[src/rtl/control_pasabajas.sv]
// control_pasabajas: MAC schedule sequencer for the 5 kHz low-pass IIR datapath.
// Define AUTO_TRIG_EN for a free-running trigger every SAMPLE_DIV clocks.
module control_pasabajas #(
  parameter int SEL_W = 4,
  parameter int TERMS_W = 3,
  parameter int TERMS_Y = 3,
  parameter logic [SEL_W-1:0] SEL_IDLE = 4'hF
`ifdef AUTO_TRIG_EN
  , parameter int SAMPLE_DIV = 5000
`endif
) (
  input  logic             clk,
  input  logic             rst,
  input  logic             start,
  output logic [SEL_W-1:0] sel,
  output logic             rst_acum,
  output logic             leer,
  output logic             desp,
  output logic             leer_y,
  output logic             busy,
  output logic             done,
  output logic             overrun
);

  localparam int T_MAX = (TERMS_W > TERMS_Y) ? TERMS_W : TERMS_Y;
  localparam int CNT_W = (T_MAX > 1) ? $clog2(T_MAX) : 1;
  localparam logic [CNT_W-1:0] LAST_W = CNT_W'(TERMS_W - 1);
  localparam logic [CNT_W-1:0] LAST_Y = CNT_W'(TERMS_Y - 1);
  localparam logic [SEL_W-1:0] SEL_Y0 = SEL_W'(TERMS_W);

  typedef enum logic [2:0] {
    IDLE,
    MAC_W,
    STORE_W,
    MAC_Y,
    STORE_Y,
    SHIFT
  } state_t;

  state_t           state;
  logic [CNT_W-1:0] count;
  logic             trig;

`ifdef AUTO_TRIG_EN
  localparam int DIV_W = (SAMPLE_DIV > 1) ? $clog2(SAMPLE_DIV) : 1;
  logic [DIV_W-1:0] div;
  logic             wrap;

  assign wrap = (div == DIV_W'(SAMPLE_DIV - 1));
  assign trig = start | wrap;

  always_ff @(posedge clk) begin
    if (!rst) begin
      div <= '0;
    end else if (wrap) begin
      div <= '0;
    end else begin
      div <= div + DIV_W'(1);
    end
  end
`else
  assign trig = start;
`endif

  // Outputs are computed from the next state so they line up with it.
  always_ff @(posedge clk) begin
    if (!rst) begin
      state    <= IDLE;
      count    <= '0;
      sel      <= SEL_IDLE;
      rst_acum <= 1'b1;
      leer     <= 1'b0;
      desp     <= 1'b0;
      leer_y   <= 1'b0;
      busy     <= 1'b0;
      done     <= 1'b0;
      overrun  <= 1'b0;
    end else begin
      leer   <= 1'b0;
      desp   <= 1'b0;
      leer_y <= 1'b0;
      done   <= 1'b0;
      if (trig && state != IDLE) begin
        overrun <= 1'b1;
      end
      unique case (state)
        IDLE: begin
          if (trig) begin
            state    <= MAC_W;
            count    <= '0;
            sel      <= '0;
            rst_acum <= 1'b0;
            busy     <= 1'b1;
          end
        end
        MAC_W: begin
          if (count == LAST_W) begin
            state    <= STORE_W;
            count    <= '0;
            sel      <= SEL_IDLE;
            rst_acum <= 1'b1;
            leer     <= 1'b1;
          end else begin
            count <= count + CNT_W'(1);
            sel   <= SEL_W'(count) + SEL_W'(1);
          end
        end
        STORE_W: begin
          state    <= MAC_Y;
          count    <= '0;
          sel      <= SEL_Y0;
          rst_acum <= 1'b0;
        end
        MAC_Y: begin
          if (count == LAST_Y) begin
            state    <= STORE_Y;
            count    <= '0;
            sel      <= SEL_IDLE;
            rst_acum <= 1'b1;
            leer_y   <= 1'b1;
          end else begin
            count <= count + CNT_W'(1);
            sel   <= SEL_Y0 + SEL_W'(count) + SEL_W'(1);
          end
        end
        STORE_Y: begin
          state <= SHIFT;
          desp  <= 1'b1;
        end
        SHIFT: begin
          state <= IDLE;
          busy  <= 1'b0;
          done  <= 1'b1;
        end
        default: begin
          state    <= IDLE;
          count    <= '0;
          sel      <= SEL_IDLE;
          rst_acum <= 1'b1;
          busy     <= 1'b0;
        end
      endcase
    end
  end

endmodule
[config.mk]
export PLATFORM = sky130hd
export DESIGN_NAME = control_pasabajas
export DESIGN_NICKNAME = d
export VERILOG_FILES = /design/src/rtl/control_pasabajas.sv
export SDC_FILE = /design/constraint.sdc
export NUM_CORES = 1
export LEC_CHECK = 0
export BUFFER_PORTS_ARGS = -buffer_cell sky130_fd_sc_hd__buf_4
export CAP_MARGIN = 20
export CORE_UTILIZATION = 55
export CTS_CLUSTER_SIZE = 12
export DETAILED_ROUTE_END_ITERATION = 16
export GPL_TIMING_DRIVEN = 0
export PLACE_DENSITY = 0.9
export SLEW_MARGIN = 20
export SYNTH_ARGS = -nofsm -noshare
export SYNTH_HDL_FRONTEND = slang
export SYNTH_SLANG_ARGS = --single-unit
[constraint.sdc]
create_clock -name clk -period 2.8 [get_ports clk]
set_input_delay 0.42 -clock clk [delete_from_list [all_inputs] [get_ports clk]]
set_output_delay 0.42 -clock clk [all_outputs]
set_load 0.005 [all_outputs]
==> insert_results.sql <==
INSERT INTO impl_metrics (metric_group, metric, value, unit) VALUES
('global_route', 'first_global_vias', '585', ''),
('clocking', 'cts_resized', '0', ''),
('yosys', 'synth_nets', '89', ''),
('floorplanning', 'placementRows', '13', ''),
('clocking', 'cts_bufs_inserted', '3', ''),
('sta', 'max_slew_margin', '0.7357', ''),
('final_layout', 'largestRegisters', 'sel x4, state x3, count x2', ''),
('clocking', 'cts_tree', 'built', ''),
('final_layout', 'antennaDiodeCount', '0', ''),
('floorplanning', 'die-area', '0.001569', 'mm2'),
('floorplanning', 'floorplan.initialDensity', '0.5981', ''),
('sta', 'setup_violations', '0', ''),
('detailed_routing', 'detailroute.via_count', '627', ''),
('power', 'vdd.ir_drop.worst', '0.3137', 'mV'),
('detailed_routing', 'detail_route.vias_per_cell', '5.549', ''),
('yosys', 'synth_commonest_cells', '16 x dfxtp_1, 7 x nand2_1, 6 x nor2_1', ''),
('yosys', 'synth-edff-count', '0', ''),
('final_layout', 'regMostFlops', 'sel', ''),
('placement', 'gp_congestion', '0.8640', ''),
('floorplanning', 'fp.dieW', '39.62', 'um'),
('final_layout', 'largest_register_ffs', '4', ''),
('power', 'total_leakage_power', '0.3932', 'nW'),
('yosys', 'yosys-top-cells-area', 'dfxtp_1 41%, ha_1 8.0%, a2111oi_4 3.5%', ''),
('floorplanning', 'chipHeight', '39.62', 'um'),
('clocking', 'cts_max_level', '1', ''),
('detailed_routing', 'final_antenna_net_count', '0', ''),
('detailed_routing', 'drt-wirelength-per-cell', '13.90', 'um'),
('clocking', 'worstSkewPairLatency', '0.30', 'ns'),
('yosys', 'synth-seq-cells', '16', ''),
('sta', 'fin_crit_sh', '0.5484', ''),
('global_route', 'antenna_found_initial', '0', ''),
('worst_setup_path', 'worstSetupStartpointType', 'flop', ''),
('yosys', 'yosys.cell_count.top_type', 'dfxtp_1', ''),
('yosys', 'ys.warnings.count', '0', ''),
('worst_setup_path', 'rr_worst_depth', '5', ''),
('status', 'status', 'finished clean', ''),
('placement', 'preCtsSetupSlack', '1.314', 'ns'),
('worst_setup_path', 'critical_path_at', '1.71', 'ns'),
('clocking', 'worst_setup_hold_path_clk_slew', '0.10', 'ns'),
('final_layout', 'finalNetCount', '107', ''),
('sta', 'setup_tns', '0', 'ns'),
('sta', 'finalMaxSlewViolations', '0', ''),
('clocking', 'cts.hold.buffers_added', '0', ''),
('final_layout', 'syn_to_final_growth', '19.61', '%'),
('global_route', 'grt_overflow_total', '0', ''),
('sta', 'finalClockSkew', '0.007709', 'ns'),
('sta', 'maxClockFrequency', '0.6513', 'GHz'),
('job', 'drv.max_cap_violation_count', '0', ''),
('global_route', 'overall_global_routing_resource_usage', '0.2494', ''),
('hold_path', 'worst_hold_path_type', 'input port to flop', ''),
('worst_setup_path', 'critical_path_required', '2.97', 'ns'),
('yosys', 'netlist_instances', '81', ''),
('hold_path', 'min_delay_path_depth', '2', ''),
('detailed_routing', 'post-route-drc-count', '0', ''),
('placement', 'placedCellCount', '109', ''),
('sta', 'post-route-min-period', '1.535', 'ns'),
('clocking', 'count_of_clock_tree_sinks', '16', ''),
('yosys', 'synth_largest_area_cell', 'dfxtp_1', ''),
('clocking', 'max-clock-path-buffers', '2', ''),
('final_layout', 'layoutNonFillerInstCount', '113', ''),
('global_route', 'first_pass_grt_wire_length', '2580', 'um'),
('sta', 'hold_viol_final', '0', ''),
('floorplanning', 'io_pins', '14', ''),
('clocking', 'post_cts_setup_repair_bufs', '0', ''),
('detailed_routing', 'detail_route.wirelength', '1571', 'um'),
('floorplanning', 'coreArea', '0.001301', 'mm2'),
('yosys', 'synth_top_cell_area_share', '0.4116', ''),
('worst_setup_path', 'path_max_fanout', '5', ''),
('yosys', 'synth_ff_type', 'dfxtp_1', ''),
('yosys', 'syn_avg_cell_area', '9.608', 'um2'),
('placement', 'buffer_ports.inserted', '13', '');
[cell type report]
cell class | count | area (um2)
clock buffers | 4 | 36.28
fillers | 98 | 370.4
multi-input cells | 57 | 414.1
repair buffers | 13 | 97.59
inverters | 3 | 11.26
flip-flops and latches | 16 | 320.3
well taps | 15 | 18.77
plain buffers | 5 | 32.53
[layout by cell type, fill, tap and decap left out]
cell	netlist	final
clkbuf_4	0	3
o21ai_0	1	1
and2b_1	1	1
or2_4	1	1
ha_1	5	5
nor3_1	3	3
nor2b_1	4	4
a21boi_1	1	1
a221oi_1	1	1
buf_4	1	14
nor2_2	1	1
o211ai_1	1	1
inv_1	3	3
xor2_1	1	1
and2b_4	1	1
and3_1	2	2
a2111oi_4	1	1
o21ba_4	1	1
clkbuf_1	1	1
buf_6	1	1
nor3b_1	2	2
nand2b_1	1	1
nand3_1	3	3
o22ai_1	1	1
o31ai_1	1	1
clkbuf_8	0	1
dfxtp_1	16	16
o21a_1	2	2
nand2_1	7	7
a21oi_1	1	1
a22oi_1	2	2
a32oi_1	1	1
o21ai_1	1	1
nor2_1	6	6
o21bai_1	1	1
o32ai_1	1	1
buf_2	2	2
o31a_1	1	1
nor3b_2	1	1
[layer usage]
layer,routed length (um),track usage
met5,0,0
met4,46,0.1810
met3,73,0.03977
met2,758,0.4180
met1,692,0.2793
[power by group]
| part | internal (W) | total, W | switching [W] | leakage [nW] |
|---|---|---|---|---|
| logic | 0.0000398 | 0.0000763 | 0.0000365 | 0.241 |
| registers | 0.000240 | 0.000248 | 0.00000818 | 0.132 |
| clock network | 0.0000793 | 0.000156 | 0.0000770 | 0.0210 |
[cell families after synthesis]
group / count (synthesis) / share of synthesized area
AOI/OAI and AO/OA: 18 / 0.2058
xor gates and xnor gates: 1 / 0.01126
adders and majority gates: 5 / 0.08039
buffers and inverters: 8 / 0.05627
DFF: 16 / 0.4116
and+or+nand+nor: 33 / 0.2347
[metrics by stage]
stage | hold slack, ns | utilization | power [W] | instance area, um2
6_report | 0.3757 | 0.7154 | 0.0004805 | 930.9
5_1_grt | 0.4147 | 0.7154 | 0.0005001 | 930.9
4_1_cts | 0.3813 | 0.7154 | 0.0004818 | 930.9
3_5_place_dp | 0.4595 | 0.6875 | 0.0003283 | 894.6
3_3_place_gp | 0.4537 | 0.6875 | 0.0003244 | 894.6
2_1_floorplan | 0.4642 | - | 0.0003006 | 778.2
[critical path, cell delays in order, from the launching register on]
cell       delay (ns)
dfxtp_1          0.42
inv_1            0.11
ha_1             0.27
nand2b_1         0.20
a2111oi_4        0.31
o21ai_1          0.10
[final timing paths]
kind	end	start	slack (ns)
setup / recovery	sel[0]$_SDFFE_PN1P_	count[0]$_SDFFE_PN0P_	1.26
hold / removal	count[1]$_SDFFE_PN0P_	rst	0.38
setup reg to reg	sel[0]$_SDFFE_PN1P_	count[0]$_SDFFE_PN0P_	1.26
hold reg to reg	overrun$_SDFFE_PN0P_	overrun$_SDFFE_PN0P_	0.48
No activity file was read; power rests on OpenSTA's default activity.
